<file path="src/rtl/bcd_pkg.sv">
// Shared types and constants for the binary-to-BCD converter.
package bcd_pkg;

    // Converter control states
    typedef enum logic [1:0] {
        IDLE  = 2'd0,
        SHIFT = 2'd1,
        DONE  = 2'd2
    } state_t;

    localparam int WIDTH_DEF  = 14;
    localparam int DIGITS_DEF = 4;
    localparam int DIGIT_W    = 4;

    // Largest value representable with the given number of BCD digits (10^digits - 1)
    function automatic longint unsigned bcd_max_of(input int digits);
        longint unsigned p;
        p = 64'd1;
        for (int i = 0; i < digits; i++) begin
            p = p * 64'd10;
        end
        return p - 64'd1;
    endfunction

    localparam longint unsigned BCD_MAX = bcd_max_of(DIGITS_DEF);

endpackage

</file>
<file path="src/rtl/bcd_add3.sv">
// Double-dabble digit correction: add 3 to a BCD digit that is 5 or more.
module bcd_add3 (
    input  logic [3:0] digit_i,
    output logic [3:0] digit_o
);

    // Correct the digit before the next left shift so it carries properly into decimal
    assign digit_o = (digit_i >= 4'd5) ? (digit_i + 4'd3) : digit_i;

endmodule

</file>
<file path="src/rtl/bcd_converter.sv">
// Sequential binary-to-BCD converter (double dabble, one bit per cycle) with
// saturation to all nines, leading-zero blanking mask and a valid/ready result handshake.
module bcd_converter
    import bcd_pkg::*;
#(
    parameter int WIDTH  = WIDTH_DEF,
    parameter int DIGITS = DIGITS_DEF
) (
    input  logic                      clk,
    input  logic                      reset,
    input  logic [WIDTH-1:0]          value,
    input  logic                      value_valid,
    output logic                      value_ready,
    output logic [DIGIT_W*DIGITS-1:0] bcd,
    output logic                      overflow,
    output logic [DIGITS-1:0]         blank_mask,
    output logic                      bcd_valid,
    input  logic                      bcd_ready
);

    localparam int              ACC_W = DIGIT_W * DIGITS;
    localparam int              CNT_W = $clog2(WIDTH + 1);
    localparam longint unsigned MAX_L = bcd_max_of(DIGITS);
    // Only used when the input exceeds MAX_L, which implies MAX_L fits in WIDTH bits
    localparam logic [WIDTH-1:0] MAX_W = WIDTH'(MAX_L);

    state_t             state_q, state_d;
    logic [WIDTH-1:0]   shift_q, shift_d;
    logic [ACC_W-1:0]   acc_q, acc_d;
    logic [CNT_W-1:0]   cnt_q, cnt_d;
    logic               ovf_pend_q, ovf_pend_d;
    logic [ACC_W-1:0]   bcd_q, bcd_d;
    logic               ovf_q, ovf_d;
    logic [DIGITS-1:0]  blank_q, blank_d;
    logic               valid_q, valid_d;

    logic [ACC_W-1:0]   acc_adj;
    logic [ACC_W-1:0]   acc_shift;
    logic [DIGITS-1:0]  blank_next;
    logic               zero_run;
    logic               value_gt;

    // One add-3 corrector per accumulator digit
    generate
        for (genvar gi = 0; gi < DIGITS; gi++) begin : g_digit
            bcd_add3 u_add3 (
                .digit_i (acc_q[gi*DIGIT_W +: DIGIT_W]),
                .digit_o (acc_adj[gi*DIGIT_W +: DIGIT_W])
            );
        end
    endgenerate

    // Corrected digits shifted left, next binary MSB entering digit 0
    assign acc_shift = {acc_adj[ACC_W-2:0], shift_q[WIDTH-1]};

    assign value_gt = (64'(value) > MAX_L);

    // Leading-zero mask of the freshly shifted accumulator; digit 0 is never blanked
    always_comb begin
        blank_next = '0;
        zero_run   = 1'b1;
        for (int i = DIGITS - 1; i >= 1; i--) begin
            zero_run      = zero_run & (acc_shift[i*DIGIT_W +: DIGIT_W] == 4'd0);
            blank_next[i] = zero_run;
        end
    end

    // Next-state and datapath update for the IDLE -> SHIFT -> DONE sequence
    always_comb begin
        state_d    = state_q;
        shift_d    = shift_q;
        acc_d      = acc_q;
        cnt_d      = cnt_q;
        ovf_pend_d = ovf_pend_q;
        bcd_d      = bcd_q;
        ovf_d      = ovf_q;
        blank_d    = blank_q;
        valid_d    = valid_q;
        case (state_q)
            IDLE: begin
                if (value_valid) begin
                    shift_d    = value_gt ? MAX_W : value;
                    acc_d      = '0;
                    ovf_pend_d = value_gt;
                    cnt_d      = CNT_W'(WIDTH);
                    state_d    = SHIFT;
                end
            end
            SHIFT: begin
                shift_d = shift_q << 1;
                acc_d   = acc_shift;
                cnt_d   = cnt_q - 1'b1;
                if (cnt_q == CNT_W'(1)) begin
                    // Last iteration: publish the result on the same edge
                    state_d = DONE;
                    bcd_d   = acc_shift;
                    ovf_d   = ovf_pend_q;
                    blank_d = blank_next;
                    valid_d = 1'b1;
                end
            end
            DONE: begin
                if (bcd_ready) begin
                    valid_d = 1'b0;
                    state_d = IDLE;
                end
            end
            default: begin
                state_d = IDLE;
            end
        endcase
    end

    // State and datapath registers, cleared asynchronously by reset
    always_ff @(posedge clk or posedge reset) begin
        if (reset) begin
            state_q    <= IDLE;
            shift_q    <= '0;
            acc_q      <= '0;
            cnt_q      <= '0;
            ovf_pend_q <= 1'b0;
            bcd_q      <= '0;
            ovf_q      <= 1'b0;
            blank_q    <= '0;
            valid_q    <= 1'b0;
        end else begin
            state_q    <= state_d;
            shift_q    <= shift_d;
            acc_q      <= acc_d;
            cnt_q      <= cnt_d;
            ovf_pend_q <= ovf_pend_d;
            bcd_q      <= bcd_d;
            ovf_q      <= ovf_d;
            blank_q    <= blank_d;
            valid_q    <= valid_d;
        end
    end

    assign value_ready = (state_q == IDLE);
    assign bcd         = bcd_q;
    assign overflow    = ovf_q;
    assign blank_mask  = blank_q;
    assign bcd_valid   = valid_q;

endmodule

</file>
<file path="config.mk">
export PLATFORM = sky130hd
export DESIGN_NAME = bcd_converter
export DESIGN_NICKNAME = d
export VERILOG_FILES = /design/src/rtl/bcd_pkg.sv /design/src/rtl/bcd_add3.sv /design/src/rtl/bcd_converter.sv
export SDC_FILE = /design/constraint.sdc
export NUM_CORES = 1
export LEC_CHECK = 0
export CAP_MARGIN = 5
export CELL_PAD_IN_SITES_DETAIL_PLACEMENT = 0
export CELL_PAD_IN_SITES_GLOBAL_PLACEMENT = 1
export CORE_MARGIN = 4
export CORE_UTILIZATION = 45
export CTS_CLUSTER_DIAMETER = 40
export DETAILED_ROUTE_END_ITERATION = 8
export DONT_BUFFER_PORTS = 1
export PLACE_DENSITY_LB_ADDON = 0.1
export SYNTH_ARGS = -nofsm -noshare
export SYNTH_HDL_FRONTEND = slang
export SYNTH_SLANG_ARGS = --single-unit
export TNS_END_PERCENT = 5
</file>
<file path="constraint.sdc">
create_clock -name clk -period 2.3 [get_ports clk]
set_input_delay 0.345 -clock clk [delete_from_list [all_inputs] [get_ports clk]]
set_output_delay 0.345 -clock clk [all_outputs]
set_load 0.02 [all_outputs]
</file>
==> results of run 1 <==
per-stage QoR:
stage	area [um^2]	hold slack (ns)	setup slack, ns	cells	util (%)
global placement	2890	0.449	0.396	369	48.3
detailed placement	2890	0.460	0.329	369	48.3
finish	3090	0.101	0.328	385	51.6
floorplan	2810	0.437	0.456	301	-
global route	3090	0.157	0.180	385	51.6
CTS	3090	0.138	0.319	385	51.6
cell families after synthesis:
family	after synthesis
AO/OA/AOI/OAI	86
AND/OR/NAND/NOR	106
other	1
multiplexers	4
XOR/XNOR	5
buffers and inverters	31
adder cells (fa/ha/maj)	10
flip-flops	58
final cells by class:
cell class                 instances  area share (%)
clock buffer                      14            5.26
clock inverter                     2            1.13
inverter                          14            1.70
multi-input combinational        212            39.5
sequential                        58            46.9
tap                               75            3.04
timing repair buffer              10            2.43
registers in the layout, summed over array words and instances (netlist names):
register    count
acc_q          16
shift_q        14
cnt_q           4
blank_mask      3
state_q         2
overflow        1
bcd_valid       1
ovf_pend_q      1
bcd            16
power by group through the flow:
| stage | registers, mW | clock network, mW | logic [mW] |
|---|---|---|---|
| after detailed placement | 2.02 | 0 | 1.71 |
| after CTS | 2.01 | 0.971 | 1.71 |
| after global routing | 2.08 | 1.02 | 1.99 |
| after global placement | 2.02 | 0 | 1.67 |
| after floorplan | 1.92 | 0 | 1.39 |
| final | 2.00 | 0.944 | 1.68 |
Yosys cell counts, types with 3 or more instances:
library cell,count
dfrtp_1,58
o21ai_0,50
nand2_1,43
a21oi_1,20
nor2_1,20
nand3_1,15
inv_1,14
clkbuf_1,11
ha_1,10
nor3b_1,7
nand2b_1,6
xnor2_1,5
a221oi_1,4
a21o_1,3
and2_1,3
mux2_2,3
nor3_1,3
worst max path at each step:
stage                                     end  slack [ns]  depth (start not counted)                  from
detailed placement  blank_mask[1]$_DFFE_PP0P_        0.33                          7  acc_q[4]$_DFFE_PP0P_
global placement    blank_mask[1]$_DFFE_PP0P_        0.40                          7  acc_q[4]$_DFFE_PP0P_
CTS                 blank_mask[1]$_DFFE_PP0P_        0.32                          7  acc_q[4]$_DFFE_PP0P_
floorplan           blank_mask[1]$_DFFE_PP0P_        0.46                          7  acc_q[4]$_DFFE_PP0P_
finish              blank_mask[1]$_DFFE_PP0P_        0.33                          7  acc_q[4]$_DFFE_PP0P_
global route        blank_mask[1]$_DFFE_PP0P_        0.18                          7  acc_q[4]$_DFFE_PP0P_
critical path: stages (launching register included):
cell and delay [ns]:
dfrtp_1 0.40, inv_1 0.10, ha_1 0.23, nand2b_1 0.09, a21oi_1 0.24, mux2_2 0.39, and3_1 0.17, a32o_1 0.24
routing by layer:
layer / track usage [%] / wire length (um) / up-vias
li1: - / - / 1041
met1: 24.9 / 2790 / 975
met2: 24.8 / 2620 / 32
met3: 3.69 / 232 / 4
met4: 6.80 / 50 / 0
met5: 0 / 0 / -
==> metrics.yaml, run 1 <==
outcome: "completed"
seqPwrFrac_pct: 43.3
core-area_um2: 5990
io_buffers: 0
synth_compound_area_share_pct: 16.9
p_sw_mw: 1.89
muxShareOfSynthArea_pct: 1.56
pwr-share-clk_pct: 20.4
netlist.area_leader.share_pct: 51.6
grt_pass1_wl_mm: 10.1
synth_seq_cells: 58
hold_buffers: 0
synth_top_area_cell: "dfrtp_1"
die_area_um2: 7580
yosys.area_share.simple_pct: 18.8
routabilityCongestion: 0.853
skew_ns: 0.00800
area_growth_pct: 9.97
netlist_area_um2: 2810
ioPinCount: 41
htree_num_levels: 3
clk_latency_ns: 0.32
vias: 2052
timing.rr.end: "blank_mask[1]$_DFFE_PP0P_"
drt_iter0_drc: 106
max_clock_freq_ghz: 0.507
grt_max_degree: 59
startpoint_type: "flip-flop"
final_cell_mix: "58 x dfrtp_1, 50 x o21ai_0, 43 x nand2_1"
synth_fp_nets: 329
nNetsFinal: 333
maxCapViolations: 0
syn_inst: 301
combPwrFrac_pct: 36.3
synthDistinctLibCells: 37
cts.path.max_buffers: 2
cts_sinks: 58
drc: 0
nFillCells: 558
setup_viol: 0
fin_crit_sh_pct: 85.8
drive_gt1_share_pct: 9.68
async_flop_share_pct: 100
grt_overflow: 0
synth-edff-count: 0
endpoint_kind: "flip-flop"
switching_share_pct: 40.8
synth_xor_area_share_pct: 1.56
die_w_um: 87.0
start_util_pct: 46.9
synthAdderAreaFrac_pct: 4.45
reg2reg_slack_ns: 0.33
seq_area_frac_synth_pct: 51.6
tns_ns: 0
final.min_clock_period_ns: 1.97
rsz0062_at_grt: "no"
seqCellArea_um2: 1450
max-vdd-ir-drop_mv: 0.580
slew_headroom_pct: 50.4
rr_worst_depth: 7
vias_per_cell: 5.33
worstSetupPathType: "reg2reg"
cellPowerDensity_nw_per_um2: 1500
grt_usage_pct: 17.1
multi_input_area_um2: 1220
final_common_cell: "dfrtp_1"
cts_tree: "done"
rows: 28
ant_nets: 0
cts_setup_buffers: 0
cts_buffers: 9
cts_resized: 0
ys.flop_type: "dfrtp_1"
dp_hpwl_mm: 3.91
dieHeight_um: 87.0
ys_top_cells_by_area: "dfrtp_1 52%, o21ai_0 8.9%, nand2_1 5.7%, ha_1 4.5%, a21oi_1 3.6%"
antenna_found_initial: 0
tightestPinTransition_ns: 0.745
diodes: 0
syn_area_per_cell_um2: 9.34
synth_top_family_by_area: "simple AND/OR/NAND/NOR gates"
worst-path-max-fanout: 5
grt_pass1_vias: 2068
firstDrtPassIters: 4
root_buffer: "clkbuf_8"
yosys_warnings: 0
cp_data_required_time_ns: 2.51
min_path_type: "in2async"
p_leak_nw: 1.39
clkSlewWorstSetupHoldPaths_ns: 0.07
wl_mm: 5.70
total_power_mw: 4.62
cp.arrival_ns: 2.18
wire_per_inst_um: 14.8
finalHoldViolCount: 0
intPower_mw: 2.73
drv_slew: 0
r2r-start: "acc_q[4]$_DFFE_PP0P_"
(Power assumes the default switching activity.)
==> inputs of run 2 (changes only) <==
--- a/config.mk
+++ b/config.mk
@@ -8,13 +8,13 @@
 export CAP_MARGIN = 5
 export CELL_PAD_IN_SITES_DETAIL_PLACEMENT = 0
 export CELL_PAD_IN_SITES_GLOBAL_PLACEMENT = 1
-export CORE_MARGIN = 4
 export CORE_UTILIZATION = 45
 export CTS_CLUSTER_DIAMETER = 40
 export DETAILED_ROUTE_END_ITERATION = 8
 export DONT_BUFFER_PORTS = 1
+export HOLD_SLACK_MARGIN = 0.1
 export PLACE_DENSITY_LB_ADDON = 0.1
 export SYNTH_ARGS = -nofsm -noshare
 export SYNTH_HDL_FRONTEND = slang
 export SYNTH_SLANG_ARGS = --single-unit
-export TNS_END_PERCENT = 5
+export TNS_END_PERCENT = 30
==> metrics.yaml, run 2 (same netlist as run 1, synthesis figures left out) <==
die_w_um: 81.0
grt_max_degree: 26
tns_ns: 0
htree_num_levels: 3
clkSlewWorstSetupHoldPaths_ns: 0.06
routabilityCongestion: 0.804
worst_hold_slack_ns: 0.140
hold_path_depth: 2
startpoint_type: "flip-flop"
grt_pass1_wl_mm: 9.85
cpPeakStageDelay_ns: 0.40
vias_per_cell: 5.34
max_clock_freq_ghz: 0.500
antenna_found_initial: 0
grt_overflow: 0
grt_usage_pct: 20.5
outcome: "completed"
cts.path.max_buffers: 2
endpoint_kind: "flip-flop"
wire_per_inst_um: 14.8
rr_worst_depth: 7
drv_slew: 0
wl_mm: 5.73
cts_buffers: 9
cellPowerDensity_nw_per_um2: 1470
final_cell_mix: "58 x dfrtp_1, 50 x o21ai_0, 43 x nand2_1"
die_area_um2: 6570
max-vdd-ir-drop_mv: 0.638
rsz0062_at_grt: "no"
core-area_um2: 5990
worst_path_dominant_cell_family: "compound AO/OA/AOI/OAI gates"
maxCapViolations: 0
critPathBufInv: 1
skew_ns: 0.00459
dp_hpwl_mm: 4.02
p_leak_nw: 1.40
root_buffer: "clkbuf_8"
cts_resized: 0
cts_tree: "done"
fin_crit_sh_pct: 86.9
nNetsFinal: 337
rows: 28
critical_path.cell_chain: "inv_1, ha_1, nand2b_1, a21oi_1, mux2_2, and3_1, a32o_1"
ant_nets: 0
start_util_pct: 46.9
dieHeight_um: 81.0
cts_sinks: 58
final.min_clock_period_ns: 2.00
area_growth_pct: 10.1
ioPinCount: 41
worstSetupPathType: "reg2reg"
grt_pass1_vias: 2042
firstDrtPassIters: 4
drive_gt1_share_pct: 10.9
vias: 2070
finalHoldViolCount: 0
min_path_type: "in2reg"
clk_latency_ns: 0.34
crit_cells: 7
drt_iter0_drc: 84
slowest_stage: "dfrtp_1"
cp_data_required_time_ns: 2.53
setup_viol: 0
io_buffers: 0
diodes: 0
worst-path-max-fanout: 5
drc: 0
final_common_cell: "dfrtp_1"
cp.arrival_ns: 2.22
## run 2: power by group
part / total, mW / internal (mW) / switching [mW] / leakage [nW]
sequential: 2.00 / 1.48 / 0.519 / 0.725
combinational: 1.70 / 0.706 / 0.994 / 0.584
clock: 0.840 / 0.438 / 0.402 / 0.0920
total: 4.54 / 2.62 / 1.92 / 1.40
## run 2: through the flow
stage / worst slack (ns) / cell area (um^2) / total power [mW] / utilization [%] / cells
floorplan: 0.456 / 2810 / 3.30 / - / 301
global placement: 0.391 / 2920 / 3.68 / 48.7 / 372
detailed placement: 0.312 / 2920 / 3.73 / 48.7 / 372
CTS: 0.301 / 3100 / 4.60 / 51.7 / 388
global route: 0.176 / 3100 / 4.97 / 51.7 / 388
finish: 0.301 / 3100 / 4.54 / 51.7 / 388
## run 2: metal layers
layer,GRT usage [%],vias up,wire length [um]
li1,-,1048,-
met3,4.94,11,205
met2,31.2,40,2590
met5,0,-,0
met4,10.7,0,137
met1,26.8,971,2800
## run 2: worst reg2reg max path, stage by stage, from the launching register on
cell      delay (ns)
dfrtp_1         0.40
inv_1           0.10
ha_1            0.24
nand2b_1        0.09
a21oi_1         0.25
mux2_2          0.39
and3_1          0.17
a32o_1          0.25
## run 2: worst paths after layout
kind | startpoint | endpoint | slack (ns)
setup / recovery | acc_q[4]$_DFFE_PP0P_ | blank_mask[1]$_DFFE_PP0P_ | 0.30
hold / removal | value[0] | shift_q[0]$_DFFE_PP0P_ | 0.14
setup reg to reg | acc_q[4]$_DFFE_PP0P_ | blank_mask[1]$_DFFE_PP0P_ | 0.30
hold reg to reg | shift_q[10]$_DFFE_PP0P_ | shift_q[11]$_DFFE_PP0P_ | 0.47
max in group asynchronous | reset | acc_q[15]$_DFFE_PP0P_ | 1.17
min in group asynchronous | reset | ovf_pend_q$_DFFE_PP0P_ | 0.48
## run 2: cell type report
| cell class | instances | area (um^2) |
|---|---|---|
| Sequential cell | 58 | 1450 |
| Timing Repair Buffer | 14 | 108 |
| Tap cell | 75 | 93.8 |
| Fill cell | 570 | 2890 |
| Clock buffer | 12 | 155 |
| Clock inverter | 3 | 15.0 |
| Inverter | 14 | 52.6 |
| Multi-Input combinational cell | 212 | 1220 |
## run 2: timing repair
| item | 4_1_cts | 5_1_grt |
|---|---|---|
| hold buffers | 1 | 0 |
| buffers inserted | 0 | 0 |
| endpoints found under the hold margin | 19 | 0 |
| setup endpoints to repair | 0 | 0 |
==> patch (config.mk and constraints of run 1) <==
Put one more register stage on the output `overflow`, without a reset. The value now appears one clock later. The other outputs are not delayed to match.
--- a/src/rtl/bcd_converter.sv
+++ b/src/rtl/bcd_converter.sv
@@ -139,5 +139,7 @@
     assign value_ready = (state_q == IDLE);
     assign bcd         = bcd_q;
-    assign overflow    = ovf_q;
+    always_ff @(posedge clk) begin
+        overflow <= ovf_q;
+    end
     assign blank_mask  = blank_q;
     assign bcd_valid   = valid_q;
Formal check against the unedited RTL: same outputs for any inputs over 10 cycles, from zero or initial values and one cycle with reset high; that may be too few to reach the edited logic, so the function may still have changed.
==> patch against run 1 <==
- sequential share of layout area up 0.71 points
- setup slack got worse by 0.012 ns
- total power shrank 2.9%
- wire length rose by 0.39%
- clock skew fell by 0.00074 ns
- utilization shrank 0.36 points
- first-iteration DRC count decreased by 29%
- cell area down 0.12%
- sequential cell count rose by 1
- area after synthesis is 0.71% higher
==> patch: results (changes against run 1) <==
clk slew on worst S/H paths=0.06 ns; cts hold-fix bufs=1 (+1); global routing usage on met3=3.78% (+0.095 points); Max clock buf depth=2 (unchanged); largest net degree at the start of global routing=35 (-41%); WL met3=268 microns (+16%); Final Non-Filler Cells=386 (+0.26%); met2 routed WL=2510 microns (-4.3%); Synth Net Count=330 (+0.30%); sequential area share after synthesis=52.0% (+0.34 points); vias in the first global route=2090 (+1.1%); Unique masters post-synth=38 (+2.7%); wire per inst=14.8 microns (+0.13%); met1 Resource Use GR=23.6% (-1.3 points); dpl cells=372 (+0.81%); final net count=337 (+1.2%); Arr. time, crit path=2.20 ns (+0.02 ns); M1 WL=2810 microns (+0.79%); RePlAce Congestion=0.804 (-5.8%); Async S/R FF share, synth=98.3% (-1.7 points); Pleak=1.39 nW (-0.21%); grt met2 use=25.2% (+0.43 points); global-route wire length before repair=10000 microns (-0.96%); Final Skew=0.00726 ns (-0.000739 ns); Worst Hold Class=in2reg; post-place setup slack=0.324 ns (-0.00560 ns); share of layout cells above drive strength 1=9.32% (-0.35 points); cells after synthesis=302 (+0.33%); VDD IR max=0.000664 V (+15%); DP Wirelength=4140 microns (+5.9%); Global Route Usage Sum=17.1% (-0.046 points); Vias/cell=5.37 (+0.66%); Area contributors post-synth=dfrtp_1, o21ai_0, nand2_1; Ys Warns=0 (unchanged); status=completed
==> patch: cell type report <==
cell class              count  area [sq um]
clock buffers              13           149
well taps                  75          93.8
fillers                   583          2940
inverters                  14          52.6
multi-input cells         212          1220
repair buffers             13           100
flip-flops and latches     59          1470
==> patch: final timing paths <==
check / from / to / slack, ns / depth (start not counted)
setup / recovery: acc_q[4] / blank_mask[1] / 0.32 / 7
hold / removal: bcd_ready / state_q[1] / 0.14 / 1
setup reg to reg: acc_q[4] / blank_mask[1] / 0.32 / 7
hold reg to reg: ovf_q / overflow / 0.37 / 0
max in group asynchronous: reset / cnt_q[1] / 1.45 / 3
min in group asynchronous: reset / bcd_valid / 0.54 / 3
==> patch: logic make-up after synthesis <==
kind of cell               count (synthesis)  synth area share [%]
adders and majority gates                 10                  4.42
other                                      1                 0.132
AOI/OAI and AO/OA                         86                  16.8
muxes                                      4                  1.55
and+or+nand+nor                          106                  18.7
DFF                                       59                  52.0
buffers and inverters                     31                  4.90
xor gates and xnor gates                   5                  1.55
==> patch: report_power, final <==
part	total [mW]	switching, mW	internal (mW)
combinational	1.70	0.993	0.709
sequential	2.03	0.527	1.50
clock	0.757	0.353	0.403
==> patch: worst register-to-register path, cell delays in order, from the launching register on <==
cell and delay [ns]:
dfrtp_1 0.41, inv_1 0.11, ha_1 0.23, nand2b_1 0.09
a21oi_1 0.23, mux2_2 0.39, and3_1 0.17, a32o_1 0.25
==> patch: stage by stage <==
| step | instance area [sq um] | util (%) |
|---|---|---|
| after floorplan | 2830 | - |
| after CTS | 3090 | 51.2 |
| after detailed placement | 2930 | 48.6 |
| after global routing | 3090 | 51.2 |
| final | 3090 | 51.2 |
| after global placement | 2930 | 48.6 |
